### src/rtl/axil_led_arbiter.sv
// -----------------------------------------------------------------------------
// axil_led_arbiter
//
// Shares one AXI4-Lite master port (towards the LED controller register
// space) between two on-chip requesters. Each requester presents a single
// word read or write on a valid/done handshake. The arbiter:
//   - grants round-robin between the two requesters,
//   - keeps exactly one AXI transaction in flight,
//   - answers requests outside [BASE_ADDR, BASE_ADDR+WINDOW_SIZE) locally with
//     DECERR (2'b11) without touching AXI,
//   - passes slave responses (OKAY/SLVERR/...) back unchanged.
//
// Ports
//   aclk, areset         clock, synchronous active-high reset
//   req_valid[1:0]       request valid, bit i = requester i (held until done)
//   req_write[1:0]       1 = write, 0 = read
//   req_addr             byte address, requester i at [i*ADDR_W +: ADDR_W]
//   req_wdata            write data, requester i at [i*32 +: 32]
//   req_wstrb            byte strobes, requester i at [i*4 +: 4]
//   req_done[1:0]        one-cycle completion pulse for the served requester
//   req_rdata            read data (0 for writes/errors), valid with req_done
//   req_resp             response code, valid with req_done
//   m_axi_*              AXI4-Lite master (32-bit data, ADDR_W address)
//
// Timing with a zero-wait slave, grant in cycle N:
//   write/read: AXI valids at N+1, req_done at N+3
//   window miss: req_done at N+2
// -----------------------------------------------------------------------------
module axil_led_arbiter #(
  parameter int                ADDR_W      = 32,
  parameter logic [ADDR_W-1:0] BASE_ADDR   = 32'h44A00000,
  parameter logic [ADDR_W-1:0] WINDOW_SIZE = 32'h00010000
) (
  input  logic                  aclk,
  input  logic                  areset,

  input  logic [1:0]            req_valid,
  input  logic [1:0]            req_write,
  input  logic [2*ADDR_W-1:0]   req_addr,
  input  logic [63:0]           req_wdata,
  input  logic [7:0]            req_wstrb,
  output logic [1:0]            req_done,
  output logic [31:0]           req_rdata,
  output logic [1:0]            req_resp,

  output logic [ADDR_W-1:0]     m_axi_awaddr,
  output logic [2:0]            m_axi_awprot,
  output logic                  m_axi_awvalid,
  input  logic                  m_axi_awready,

  output logic [31:0]           m_axi_wdata,
  output logic [3:0]            m_axi_wstrb,
  output logic                  m_axi_wvalid,
  input  logic                  m_axi_wready,

  input  logic [1:0]            m_axi_bresp,
  input  logic                  m_axi_bvalid,
  output logic                  m_axi_bready,

  output logic [ADDR_W-1:0]     m_axi_araddr,
  output logic [2:0]            m_axi_arprot,
  output logic                  m_axi_arvalid,
  input  logic                  m_axi_arready,

  input  logic [31:0]           m_axi_rdata,
  input  logic [1:0]            m_axi_rresp,
  input  logic                  m_axi_rvalid,
  output logic                  m_axi_rready
);

  localparam logic [1:0] RESP_DECERR = 2'b11;

  typedef enum logic [2:0] {
    ST_IDLE,
    ST_WR,
    ST_BRESP,
    ST_RD,
    ST_RDATA,
    ST_ERR,
    ST_DONE
  } state_t;

  state_t state_reg, state_next;

  // Per-requester views of the packed request buses.
  logic [ADDR_W-1:0] addr_arr   [2];
  logic [31:0]       wdata_arr  [2];
  logic [3:0]        wstrb_arr  [2];
  logic              in_window  [2];

  // Latched transaction (fields of the granted requester).
  logic              grant_reg;
  logic              last_grant_reg;
  logic [ADDR_W-1:0] addr_reg;
  logic [31:0]       wdata_reg;
  logic [3:0]        wstrb_reg;
  logic              aw_done_reg;
  logic              w_done_reg;
  logic [31:0]       rdata_reg;
  logic [1:0]        resp_reg;

  logic              grant_sel;
  logic              aw_hs;
  logic              w_hs;

  genvar gi;
  generate
    for (gi = 0; gi < 2; gi++) begin : g_req
      assign addr_arr[gi]  = req_addr[gi*ADDR_W +: ADDR_W];
      assign wdata_arr[gi] = req_wdata[gi*32 +: 32];
      assign wstrb_arr[gi] = req_wstrb[gi*4 +: 4];

      // The offset form avoids overflow of BASE_ADDR+WINDOW_SIZE at the top
      // of the address space.
      assign in_window[gi] = (addr_arr[gi] >= BASE_ADDR) &&
                             ((addr_arr[gi] - BASE_ADDR) < WINDOW_SIZE);

      assign req_done[gi]  = (state_reg == ST_DONE) && (grant_reg == 1'(gi));
    end
  endgenerate

  // Round-robin: on contention the requester that did not win last time is
  // served; otherwise the single valid requester wins (bit 1 decides it).
  always_comb begin
    grant_sel = req_valid[1];
    if (req_valid == 2'b11) begin
      grant_sel = ~last_grant_reg;
    end
  end

  // AXI channel drives. AW and W drop independently once accepted.
  assign m_axi_awaddr  = addr_reg;
  assign m_axi_awprot  = 3'b000;
  assign m_axi_awvalid = (state_reg == ST_WR) && !aw_done_reg;
  assign m_axi_wdata   = wdata_reg;
  assign m_axi_wstrb   = wstrb_reg;
  assign m_axi_wvalid  = (state_reg == ST_WR) && !w_done_reg;
  assign m_axi_bready  = (state_reg == ST_BRESP);
  assign m_axi_araddr  = addr_reg;
  assign m_axi_arprot  = 3'b000;
  assign m_axi_arvalid = (state_reg == ST_RD);
  assign m_axi_rready  = (state_reg == ST_RDATA);

  assign aw_hs = m_axi_awvalid && m_axi_awready;
  assign w_hs  = m_axi_wvalid && m_axi_wready;

  // Response fields are only driven during the done pulse.
  assign req_rdata = (state_reg == ST_DONE) ? rdata_reg : 32'h0;
  assign req_resp  = (state_reg == ST_DONE) ? resp_reg  : 2'b00;

  // State register.
  always_ff @(posedge aclk) begin
    if (areset) begin
      state_reg <= ST_IDLE;
    end else begin
      state_reg <= state_next;
    end
  end

  // Next-state logic.
  always_comb begin
    state_next = state_reg;
    case (state_reg)
      ST_IDLE: begin
        if (|req_valid) begin
          if (!in_window[grant_sel]) begin
            state_next = ST_ERR;
          end else if (req_write[grant_sel]) begin
            state_next = ST_WR;
          end else begin
            state_next = ST_RD;
          end
        end
      end
      ST_WR: begin
        // Either channel may have been accepted earlier or in this cycle.
        if ((aw_done_reg || aw_hs) && (w_done_reg || w_hs)) begin
          state_next = ST_BRESP;
        end
      end
      ST_BRESP: begin
        if (m_axi_bvalid) begin
          state_next = ST_DONE;
        end
      end
      ST_RD: begin
        if (m_axi_arready) begin
          state_next = ST_RDATA;
        end
      end
      ST_RDATA: begin
        if (m_axi_rvalid) begin
          state_next = ST_DONE;
        end
      end
      ST_ERR:  state_next = ST_DONE;
      ST_DONE: state_next = ST_IDLE;
      default: state_next = ST_IDLE;
    endcase
  end

  // Transaction datapath: latch at grant, track channel acceptance, capture
  // the response.
  always_ff @(posedge aclk) begin
    if (areset) begin
      grant_reg      <= 1'b0;
      last_grant_reg <= 1'b1;
      addr_reg       <= '0;
      wdata_reg      <= 32'h0;
      wstrb_reg      <= 4'h0;
      aw_done_reg    <= 1'b0;
      w_done_reg     <= 1'b0;
      rdata_reg      <= 32'h0;
      resp_reg       <= 2'b00;
    end else begin
      case (state_reg)
        ST_IDLE: begin
          if (|req_valid) begin
            grant_reg      <= grant_sel;
            last_grant_reg <= grant_sel;
            addr_reg       <= addr_arr[grant_sel];
            wdata_reg      <= wdata_arr[grant_sel];
            wstrb_reg      <= wstrb_arr[grant_sel];
            aw_done_reg    <= 1'b0;
            w_done_reg     <= 1'b0;
            rdata_reg      <= 32'h0;
            resp_reg       <= 2'b00;
          end
        end
        ST_WR: begin
          if (aw_hs) begin
            aw_done_reg <= 1'b1;
          end
          if (w_hs) begin
            w_done_reg <= 1'b1;
          end
        end
        ST_BRESP: begin
          if (m_axi_bvalid) begin
            resp_reg <= m_axi_bresp;
          end
        end
        ST_RDATA: begin
          if (m_axi_rvalid) begin
            rdata_reg <= m_axi_rdata;
            resp_reg  <= m_axi_rresp;
          end
        end
        ST_ERR: begin
          rdata_reg <= 32'h0;
          resp_reg  <= RESP_DECERR;
        end
        default: begin
        end
      endcase
    end
  end

endmodule
### config.mk
export PLATFORM = sky130hd
export DESIGN_NAME = axil_led_arbiter
export DESIGN_NICKNAME = d
export VERILOG_FILES = /design/src/rtl/axil_led_arbiter.sv
export SDC_FILE = /design/constraint.sdc
export NUM_CORES = 1
export LEC_CHECK = 0
export ABC_AREA = 0
export BUFFER_PORTS_ARGS = -buffer_cell sky130_fd_sc_hd__clkbuf_2
export CORE_AREA = 2 2 127 129
export CTS_CLUSTER_SIZE = 16
export DETAILED_ROUTE_END_ITERATION = 12
export DIE_AREA = 0 0 129 131
export PLACE_DENSITY = 0.68
export SYNTH_ARGS = -nofsm -noshare
export SYNTH_HDL_FRONTEND = slang
export SYNTH_SLANG_ARGS = --single-unit
### constraint.sdc
create_clock -name aclk -period 2.6 [get_ports aclk]
set_input_delay 0.65 -clock aclk [delete_from_list [all_inputs] [get_ports aclk]]
set_output_delay 0.65 -clock aclk [all_outputs]
set_load 0.03 [all_outputs]
==> results.txt <==
For the initial core utilization, the log shows 0.360. Summed over all failing endpoints, the final setup total negative slack is 0 ps. Clock latency on the worst-skew pair, taken at its later pin, is 350 ps. The via count of the first global-routing pass was 5099; the post-route core utilization was 0.483. Clock transition at the register clock pins on the worst setup and hold paths after CTS: 80 ps.

The category of the worst setup path capture point is an output pin. Counting flops with a built-in enable in the synthesized netlist gives 0. The headroom to the max-slew limit is 0.312, and the ratio of total power to cell area is 1190 nW/um^2. The number of antenna violations at the first check in global routing is 0. The net switching fraction of the power works out to 0.489. The number of maximum-capacitance constraint violations is 0. The path class of the tightest hold or removal check is reg -> reg. Detailed routing inserted a total of 5641 vias.

Number of distinct standard cells referenced by the synthesized netlist: 56. The logs give 46 for the floorplan row count and 0.304 for the register share of total power. The final HPWL from detailed placement came out at 13800 um. The worst clock skew was 9.57 ps.

The post-cts repair resize count is 0. The post-synth design cell area was 5610 sq um; the synthesis-stage register bit count was 109. The routed design has 17700 um of wire. For the pin with the worst max-slew slack, the measured transition is 1020 ps. In this run the count of I/O pins placed on the die edge is 330. At the end of routability-driven placement, the weighted congestion stood at 0.816.

The area overhead of the layout relative to synthesis is 34.4%, and the fraction of layout instances using a drive strength above 1 is 0.395. The number of port buffers was 323. The tools report the root buffer cell as sky130_fd_sc_hd__clkbuf_16. In the final design database the tool counted 1112 nets. Each instance of the synthesized netlist takes up on average 8.50 sq um. Setup violations remaining at the end of the flow were counted as 0. Timing would allow up to 0.416 GHz.

The flow ran to the end, and the final reports show no timing, DRC or antenna violations. After detailed routing, the number of remaining DRC violations is 0. STA classifies the critical path startpoint as a flip-flop. The number of antenna diodes in the final layout is 0. In this run the worst path has a maximum fanout of 36. The library cells used most frequently in the layout, excluding fill and tap cells, are sky130_fd_sc_hd__clkbuf_2 (322), sky130_fd_sc_hd__dfxtp_1 (109), sky130_fd_sc_hd__nor2_1 (85), sky130_fd_sc_hd__a211oi_1 (69), sky130_fd_sc_hd__mux2i_1 (67). In this run, the number of DRC markers left after iteration 0 of detailed routing was 238.

The maximum number of buffers from clock root to sink was 2. Sum of overflow across all layers after global routing: 0. The final-report max-slew violation count was 0. The worst voltage drop across the vdd grid was 0.705 mV. The slowest stage of the critical path is the sky130_fd_sc_hd__dfxtp_1 cell. The tools report the total global-route track usage as 0.199.

The number of endpoints with negative hold slack in the final report is 0, and the biggest cell delay along the critical path is 590 ps. Entering global routing, the biggest net connects 110 pins. At the worst endpoint, the arrival time is 1760 ps. The number of detailed-route iterations in the first pass came out at 5. The floorplan die height came out at 131 um. The post-route fraction of the period consumed by the critical path came out at 0.925. In the synthesized netlist the dominant register cell turns out to be sky130_fd_sc_hd__dfxtp_1. The area of the die came out at 16900 sq um. The CTS buffer count came out at 9.

First-pass GRT wire length: 26100 um. The async set-reset flop share out of synthesis was 0. The logs give 0.540 for the part of the power in combinational logic and 3 for the total number of H-tree levels. Setup repair after global routing left no endpoint under its margin. The most frequent standard cell in the layout excluding fill and tap cells is sky130_fd_sc_hd__clkbuf_2. The logs give 0 for the count of antenna-violating nets left after detailed routing and 0 for the number of buffers inserted for hold repair after clock tree synthesis. The time the final worst path needs with I/O delays and setup is 2410 ps, and the internal power component is 4.59 mW. The yosys synthesis warning count was 0; the synthesized netlist cell count was 660.

TritonCTS built the clock tree. The routed wirelength normalized by instance count is 15.4 um. The power after layout came out at 8.98 mW. Data on the critical path is required at its endpoint by 1950 ps.

The critical path goes through and3b_1 > buf_12 > and2_1 > clkbuf_2. In the routed layout, each cell is associated on average with a via count of 4.91. For the portion of the post-synthesis area used by sequential elements, the log shows 0.389. The die is 129 um wide. Buffers added to address setup during post-CTS repair amount to 0. The critical path is of the reg -> out type. Leakage dissipation: 3.52 nW. The part of the power in the clock network came out at 0.156.

The core region is 15600 sq um. The number of sinks handled by clock tree synthesis was 109; the switching power summed over all nets was 4.39 mW.
==> power by group through the flow <==
stage	clock network [mW]	registers [mW]	logic, mW
floorplan	0	3.54	2.84
global placement	0	2.75	4.84
finish	1.40	2.73	4.84
global route	1.51	2.82	5.28
CTS	1.45	2.74	4.88
detailed placement	0	2.77	4.87
==> stage by stage <==
stage / instances / worst slack [ps] / hold slack [ps] / instance area (sq um)
final: 1148 / 194 / 446 / 7540
after CTS: 1148 / 196 / 451 / 7540
after global placement: 1132 / 224 / 434 / 7230
after floorplan: 665 / 485 / 427 / 5630
after global routing: 1148 / 73.7 / 469 / 7540
after detailed placement: 1132 / 172 / 441 / 7230
==> final cells by class <==
cell class                      count  area, sq um
Clock inverter                      3         26.3
Multi-Input combinational cell    459         2930
Clock buffer                       13          280
Fill cell                        1576         8060
Timing Repair Buffer              341         1830
Tap cell                          216          270
Inverter                            7         26.3
Sequential cell                   109         2180
==> worst paths after layout <==
path	from	end	slack, ps	cells past startpoint
max	state_reg[1]$_SDFFE_PP0P_	req_rdata[28]	190	4
min	rdata_reg[12]$_SDFFE_PP0P_	rdata_reg[12]$_SDFFE_PP0P_	450	2
max reg2reg	state_reg[1]$_SDFFE_PP0P_	m_axi_wdata[30]$_SDFFE_PP0P_	690	6
min reg2reg	rdata_reg[12]$_SDFFE_PP0P_	rdata_reg[12]$_SDFFE_PP0P_	450	2
==> cells in the mapped netlist (2+ instances only) <==
library cell,count,share of area
sky130_fd_sc_hd__dfxtp_1,109,0.39
sky130_fd_sc_hd__nor2_1,85,0.057
sky130_fd_sc_hd__a211oi_1,69,0.092
sky130_fd_sc_hd__mux2i_1,67,0.12
sky130_fd_sc_hd__nand2_1,41,0.027
sky130_fd_sc_hd__a21oi_1,39,0.035
sky130_fd_sc_hd__buf_4,38,0.051
sky130_fd_sc_hd__and2_1,37,0.041
sky130_fd_sc_hd__nand3_1,34,0.030
sky130_fd_sc_hd__clkbuf_1,29,0.019
sky130_fd_sc_hd__buf_2,22,0.020
sky130_fd_sc_hd__nor3_1,8,0.0071
sky130_fd_sc_hd__nor2b_1,7,0.0078
sky130_fd_sc_hd__inv_1,6,0.0040
sky130_fd_sc_hd__o21ai_0,6,0.0054
sky130_fd_sc_hd__nor4_1,4,0.0045
sky130_fd_sc_hd__a21o_1,3,0.0040
sky130_fd_sc_hd__nand2b_1,3,0.0033
sky130_fd_sc_hd__nand3b_1,3,0.0040
sky130_fd_sc_hd__o211ai_1,3,0.0040
sky130_fd_sc_hd__a22oi_1,2,0.0027
sky130_fd_sc_hd__a31oi_1,2,0.0022
sky130_fd_sc_hd__and4_1,2,0.0031
sky130_fd_sc_hd__ha_1,2,0.0045
sky130_fd_sc_hd__o2111ai_1,2,0.0031
sky130_fd_sc_hd__o21a_1,2,0.0027
sky130_fd_sc_hd__o21ai_1,2,0.0018
sky130_fd_sc_hd__o22ai_1,2,0.0022
sky130_fd_sc_hd__o311ai_1,2,0.0031
sky130_fd_sc_hd__o31ai_1,2,0.0027
sky130_fd_sc_hd__or4_1,2,0.0027
==> cells by family after synthesis <==
group	share of synthesized area
compound gates	0.182
xor+xnor	0.00156
fa+ha+maj	0.00446
buf+inv	0.0966
flops	0.389
mux	0.124
other cells	0.000669
simple gates	0.202
==> layer usage <==
metal	vias to the layer above	wire (um)	global-route usage
met4	0	322	0.0691
met1	2553	7110	0.228
li1	2837	-	-
met2	228	8660	0.349
met3	23	1570	0.0651
met5	-	0	0
==> critical path, delay by kind of cell, from the launching register on <==
kind	cells	cell delay, ps
buf+inv	2	390
simple gates	2	430
flops	1	590
Power figures use the tool's default switching activity.
